`src/rtl/doppler_settings_regfile.sv`:
```
// Double-buffered settings register file: host writes a shadow bank, which is
// copied atomically into the active bank on FRAME_SYNC or on an immediate CTRL commit.
module doppler_settings_regfile #(
  parameter int unsigned DATA_W      = 16,
  parameter int unsigned ADDR_W      = 4,
  parameter int unsigned N_TX        = 2,
  parameter int unsigned ACTIVE_BASE = 8
) (
  input  logic              MEM_CLK,
  input  logic              MEM_RST_N,
  input  logic [ADDR_W-1:0] MEM_ADDR,
  input  logic              MEM_WE,
  input  logic [DATA_W-1:0] MEM_WDATA,
  input  logic              MEM_RD,
  output logic [DATA_W-1:0] MEM_RDATA,
  output logic              MEM_RVALID,
  output logic              ADDR_ERR,
  input  logic              FRAME_SYNC,
  output logic              COMMIT_PEND,
  output logic              ENABLE,
  output logic              RX_ON,
  output logic [N_TX-1:0]   TX_ON,
  output logic [1:0]        FREQUENCY,
  output logic [7:0]        GATE_LENGTH,
  output logic [15:0]       STATE0VALUE,
  output logic [15:0]       STATE1VALUE,
  output logic [15:0]       STATE2VALUE,
  output logic [15:0]       STATERVALUE
);

  localparam int unsigned NREG      = 5;
  localparam int unsigned CTRL_ADDR = 5;
  localparam int unsigned SET_IDX   = 4;

  logic [DATA_W-1:0] shadow_q [NREG];
  logic [DATA_W-1:0] shadow_d [NREG];
  logic [DATA_W-1:0] active_q [NREG];
  logic [DATA_W-1:0] active_d [NREG];
  logic              pend_q, pend_d;
  logic [DATA_W-1:0] rdata_q, rdata_d;
  logic              rvalid_q;
  logic              err_q, err_d;

  logic [31:0]       addr;
  logic              ctrl_wr;
  logic              commit;
  logic              rd_hit;
  logic              wr_hit;
  logic [DATA_W-1:0] rd_word;

  always_comb begin
    addr    = 32'(MEM_ADDR);
    ctrl_wr = MEM_WE && (addr == CTRL_ADDR);
    commit  = (FRAME_SYNC && pend_q) || (ctrl_wr && MEM_WDATA[1]);

    // A commit consumes the pending flag, but a CTRL write on the same edge re-arms it.
    pend_d = pend_q;
    if (FRAME_SYNC && pend_q) pend_d = 1'b0;
    if (ctrl_wr) begin
      if (MEM_WDATA[1])      pend_d = 1'b0;
      else if (MEM_WDATA[0]) pend_d = 1'b1;
    end

    rd_word = '0;
    rd_hit  = (addr == CTRL_ADDR);
    wr_hit  = (addr == CTRL_ADDR);
    if (addr == CTRL_ADDR) rd_word[0] = pend_q;

    for (int unsigned i = 0; i < NREG; i++) begin
      shadow_d[i] = shadow_q[i];
      active_d[i] = commit ? shadow_q[i] : active_q[i];
      if (addr == i) begin
        rd_word = shadow_q[i];
        rd_hit  = 1'b1;
        wr_hit  = 1'b1;
        if (MEM_WE) shadow_d[i] = MEM_WDATA;
      end
      if (addr == ACTIVE_BASE + i) begin
        rd_word = active_q[i];
        rd_hit  = 1'b1;
      end
    end

    err_d   = (MEM_WE && !wr_hit) || (MEM_RD && !rd_hit);
    rdata_d = MEM_RD ? rd_word : rdata_q;
  end

  always_ff @(posedge MEM_CLK or negedge MEM_RST_N) begin
    if (!MEM_RST_N) begin
      for (int unsigned i = 0; i < NREG; i++) begin
        shadow_q[i] <= '0;
        active_q[i] <= '0;
      end
      pend_q   <= 1'b0;
      rdata_q  <= '0;
      rvalid_q <= 1'b0;
      err_q    <= 1'b0;
    end else begin
      for (int unsigned i = 0; i < NREG; i++) begin
        shadow_q[i] <= shadow_d[i];
        active_q[i] <= active_d[i];
      end
      pend_q   <= pend_d;
      rdata_q  <= rdata_d;
      rvalid_q <= MEM_RD;
      err_q    <= err_d;
    end
  end

  assign MEM_RDATA   = rdata_q;
  assign MEM_RVALID  = rvalid_q;
  assign ADDR_ERR    = err_q;
  assign COMMIT_PEND = pend_q;

  assign TX_ON       = {N_TX{active_q[SET_IDX][0]}};
  assign RX_ON       = ~active_q[SET_IDX][1];
  assign ENABLE      = active_q[SET_IDX][2];
  assign GATE_LENGTH = active_q[SET_IDX][13:6];
  assign FREQUENCY   = active_q[SET_IDX][15:14];

  assign STATE0VALUE = active_q[0][15:0];
  assign STATE1VALUE = active_q[1][15:0];
  assign STATE2VALUE = active_q[2][15:0];
  assign STATERVALUE = active_q[3][15:0];

endmodule

```
`config.mk`:
```
export PLATFORM = sky130hd
export DESIGN_NAME = doppler_settings_regfile
export DESIGN_NICKNAME = d
export VERILOG_FILES = /design/src/rtl/doppler_settings_regfile.sv
export SDC_FILE = /design/constraint.sdc
export NUM_CORES = 1
export LEC_CHECK = 0
export BUFFER_PORTS_ARGS = -buffer_cell sky130_fd_sc_hd__clkbuf_2
export CORE_ASPECT_RATIO = 1.1
export CORE_MARGIN = 2
export CORE_UTILIZATION = 60
export CTS_BUF_LIST = sky130_fd_sc_hd__clkbuf_4 sky130_fd_sc_hd__clkbuf_8
export DETAILED_ROUTE_END_ITERATION = 10
export GPL_TIMING_DRIVEN = 0
export PLACE_DENSITY_LB_ADDON = 0.1
export SLEW_MARGIN = 40
export SYNTH_ARGS = -nofsm -noshare
export SYNTH_HDL_FRONTEND = slang
export SYNTH_SLANG_ARGS = --single-unit
```
`constraint.sdc`:
```
create_clock -name MEM_CLK -period 4 [get_ports MEM_CLK]
set_input_delay 0.8 -clock MEM_CLK [delete_from_list [all_inputs] [get_ports MEM_CLK]]
set_output_delay 0.8 -clock MEM_CLK [all_outputs]
set_load 0.03 [all_outputs]
```
==> impl_metrics.sql <==
INSERT INTO impl_metrics (metric_group, metric, value, unit) VALUES
('outcome', 'run_status', 'finished, final reports clean', ''),
('synthesis', 'synth-seq-cells', '179', ''),
('cts', 'clock_latency', '0.46', 'ns'),
('cts', 'cts_tree', 'done', ''),
('critical_path', 'reg2reg_setup_slack', '2.38', 'ns'),
('critical_path', 'family_with_the_most_delay_on_the_worst_path', 'buffers and inverters', ''),
('finish', 'final_layout_net_count', '885', ''),
('pwr', 'power-per-cell-area', '593', 'nW/um^2'),
('routing', 'drcViolationCount', '0', ''),
('critical_path', 'slowest_stage_cell_crit_path', 'buf_1', ''),
('routing', 'drt-vias-per-instance', '5.67', ''),
('timing', 'max_freq', '0.435', 'GHz'),
('routing', 'routed_wire_length', '21.3', 'mm'),
('routing', 'antenna_violating_nets_post_route', '0', ''),
('critical_path', 'critical_path_peak_fanout', '10', ''),
('finish', 'leading_cell_types_in_the_layout_fill_and_taps_excluded', 'dfrtp_1 (179), clkbuf_2 (118), mux2_2 (111), buf_4 (80), mux2_1 (51)', ''),
('finish', 'multi_input_comb_area', '3430', 'sq um'),
('critical_path', 'setup.worst_path.end_class', 'flop', ''),
('finish', 'antennaDiodeCount', '0', ''),
('synthesis', 'ys_types', '42', ''),
('timing', 'finalSetupViolations', '0', ''),
('critical_path', 'path_depth', '7', ''),
('pwr', 'power.share.clock', '0.216', ''),
('synthesis', 'sequential_fraction_of_the_synthesis_area', '0.507', ''),
('hold_path', 'hold_class', 'in -> async', ''),
('cts', 'cts-root-to-sink-buffers', '2', ''),
('global_route', 'overflow', '0', ''),
('routing', 'drt-pass1-iter-count', '6', ''),
('cts', 'postCtsSetupBuffers', '0', ''),
('critical_path', 'timing.critical_path.required', '4.34', 'ns'),
('finish', 'area_growth_syn_to_layout', '15.1', '%'),
('synthesis', 'dominantRegCellSynth', 'dfrtp_1', ''),
('cts', 'root_buffer', 'clkbuf_8', ''),
('synthesis', 'syn_avg_cell_area', '12.3', 'sq um'),
('place', 'port-buffer-count', '119', ''),
('synthesis', 'synth_instances', '719', ''),
('place', 'globalplace.congestion', '0.927', ''),
('cts', 'cts-hold-fix-buffers', '0', ''),
('critical_path', 'crit-reg2reg-capture', 'MEM_RDATA[12]', ''),
('critical_path', 'path_cells', 'clkbuf_2 -> buf_2 -> buf_1 -> nand4_1 -> clkbuf_1 -> o22ai_1 -> a21oi_1', ''),
('floorplanning', 'floorplan.die.height', '131', 'um'),
('finish', 'final_cell_count_no_fill', '1064', ''),
('critical_path', 'critical_path_buf_inv_count', '4', ''),
('floorplanning', 'design.core.area', '14400', 'sq um'),
('global_route', 'grt_start_max_net_pins', '57', ''),
('cts', 'cts_htree_levels', '4', ''),
('synthesis', 'synth_enable_flop_cells', '0', ''),
('synthesis', 'synth-async-reset-ratio', '1.00', ''),
('routing', 'wl_per_cell', '20.0', 'um'),
('pwr', 'share_comb_of_total_power', '0.341', ''),
('critical_path', 'signal_arrival_time_at_the_worst_endpoint', '2.64', 'ns'),
('finish', 'seqCellArea', '4480', 'sq um'),
('critical_path', 'critPathCapture', 'MEM_RDATA[6]', ''),
('place', 'detailedPlace.worstSlack', '1.26', 'ns'),
('global_route', 'grt_pass1_wl', '34.2', 'mm'),
('cts', 'worst_setup_hold_path_clk_slew', '0.09', 'ns'),
('synthesis', 'ys.warnings.count', '0', ''),
('floorplanning', 'num_rows', '46', ''),
('timing', 'worst-slew-pin-transition', '0.707', 'ns'),
('critical_path', 'worstSetupPathType', 'in -> reg', ''),
('finish', 'layout_commonest_cell', 'dfrtp_1', ''),
('timing', 'clock_skew', '0.00699', 'ns'),
('pwr', 'power.internal', '3900', 'uW'),
('global_route', 'met3_global_route_usage', '0.0490', ''),
('pwr', 'vdd_drop_max', '0.349', 'mV'),
('timing', 'slew_headroom', '0.522', ''),
('pwr', 'switching_power', '2130', 'uW'),
('timing', 'rsz0062_at_grt', 'false', ''),
('timing', 'period_needed', '2.30', 'ns'),
('global_route', 'number_of_global_route_vias_before_repair', '6214', ''),
('global_route', 'track_usage', '0.283', '');
==> worst min-delay path by stage <==
stage / startpoint / to / slack [ns] / cells after the start
4_1_cts: MEM_RST_N / GATE_LENGTH[3] / 0.23 / 1
3_5_place_dp: active_q[3] / active_q[3] / 0.48 / 1
2_1_floorplan: active_q[3] / active_q[3] / 0.47 / 1
6_report: MEM_RST_N / GATE_LENGTH[3] / 0.24 / 1
5_1_grt: MEM_RST_N / GATE_LENGTH[3] / 0.24 / 1
3_3_place_gp: active_q[5] / active_q[5] / 0.47 / 1
==> metrics by stage <==
step / area [sq um] / setup TNS (ns) / hold WS, ns
finish: 10200 / 0 / 0.241
global route: 10200 / 0 / 0.243
CTS: 10200 / 0 / 0.232
detailed placement: 9750 / 0 / 0.483
global placement: 9670 / -159.42 / 0.474
floorplan: 8840 / 0 / 0.465
==> sequential cells by signal (all words and copies together) (netlist names) <==
register and flops:
active_q 4, ENABLE 1, STATE1VALUE 16, GATE_LENGTH 8, STATE0VALUE 16, COMMIT_PEND 1
STATE2VALUE 16, ADDR_ERR 1, MEM_RDATA 16, TX_ON 1, STATERVALUE 16, MEM_RVALID 1
FREQUENCY 2, shadow_q 80
==> synthesized netlist by cell type (3+ instances only) <==
cell type	number	area [sq um]
a21oi_1	35	175
nand2b_1	4	25.0
nor4_1	10	62.6
mux2_1	51	574
nor2_1	38	143
nor2b_1	5	31.3
buf_2	15	75.1
buf_4	80	601
a211o_1	4	35.0
mux4_2	14	315
buf_6	9	101
a211oi_1	12	90.1
o2bb2ai_1	9	78.8
mux2i_1	7	70.1
mux2_2	111	1250
o21ai_0	16	80.1
dfrtp_1	179	4480
a221oi_1	13	114
clkbuf_1	14	52.6
o22ai_1	15	93.8
nor3_1	3	15.0
inv_1	25	93.8
nand2_1	26	97.6
==> metal layers <==
layer	vias to the layer above	part of all wire	wire length [um]
met5	-	0	0
met2	212	0.47	10100
li1	2773	-	-
met4	0	0.019	408
met1	3017	0.45	9670
met3	35	0.054	1150
==> logic make-up after synthesis <==
family | after synthesis | synth area share
DFF | 179 | 0.507
muxes | 183 | 0.250
AOI/OAI and AO/OA | 114 | 0.0855
and+or+nand+nor | 98 | 0.0522
buffers and inverters | 145 | 0.105
==> power by group through the flow <==
stage | logic, uW | registers [uW] | clock network (uW)
floorplan | 1540 | 2600 | 0
global placement | 2000 | 2650 | 0
detailed placement | 2060 | 2700 | 0
CTS | 2070 | 2660 | 1320
global route | 2190 | 2730 | 1390
finish | 2060 | 2670 | 1300
==> final cells by class <==
class | instances | share of cell area
Sequential cell | 179 | 0.441
Multi-Input combinational cell | 395 | 0.337
Buffer | 120 | 0.0823
Timing Repair Buffer | 122 | 0.0661
Clock buffer | 23 | 0.0287
Tap cell | 192 | 0.0236
Clock inverter | 8 | 0.0126
Inverter | 25 | 0.00923
==> worst reg2reg max path: stages (launching register included) <==
cell and delay, ns:
dfrtp_1 0.40, mux4_2 0.48, inv_1 0.09, o21ai_0 0.09
a211oi_1 0.36, nor2_1 0.07
(Power assumes the default switching activity.)
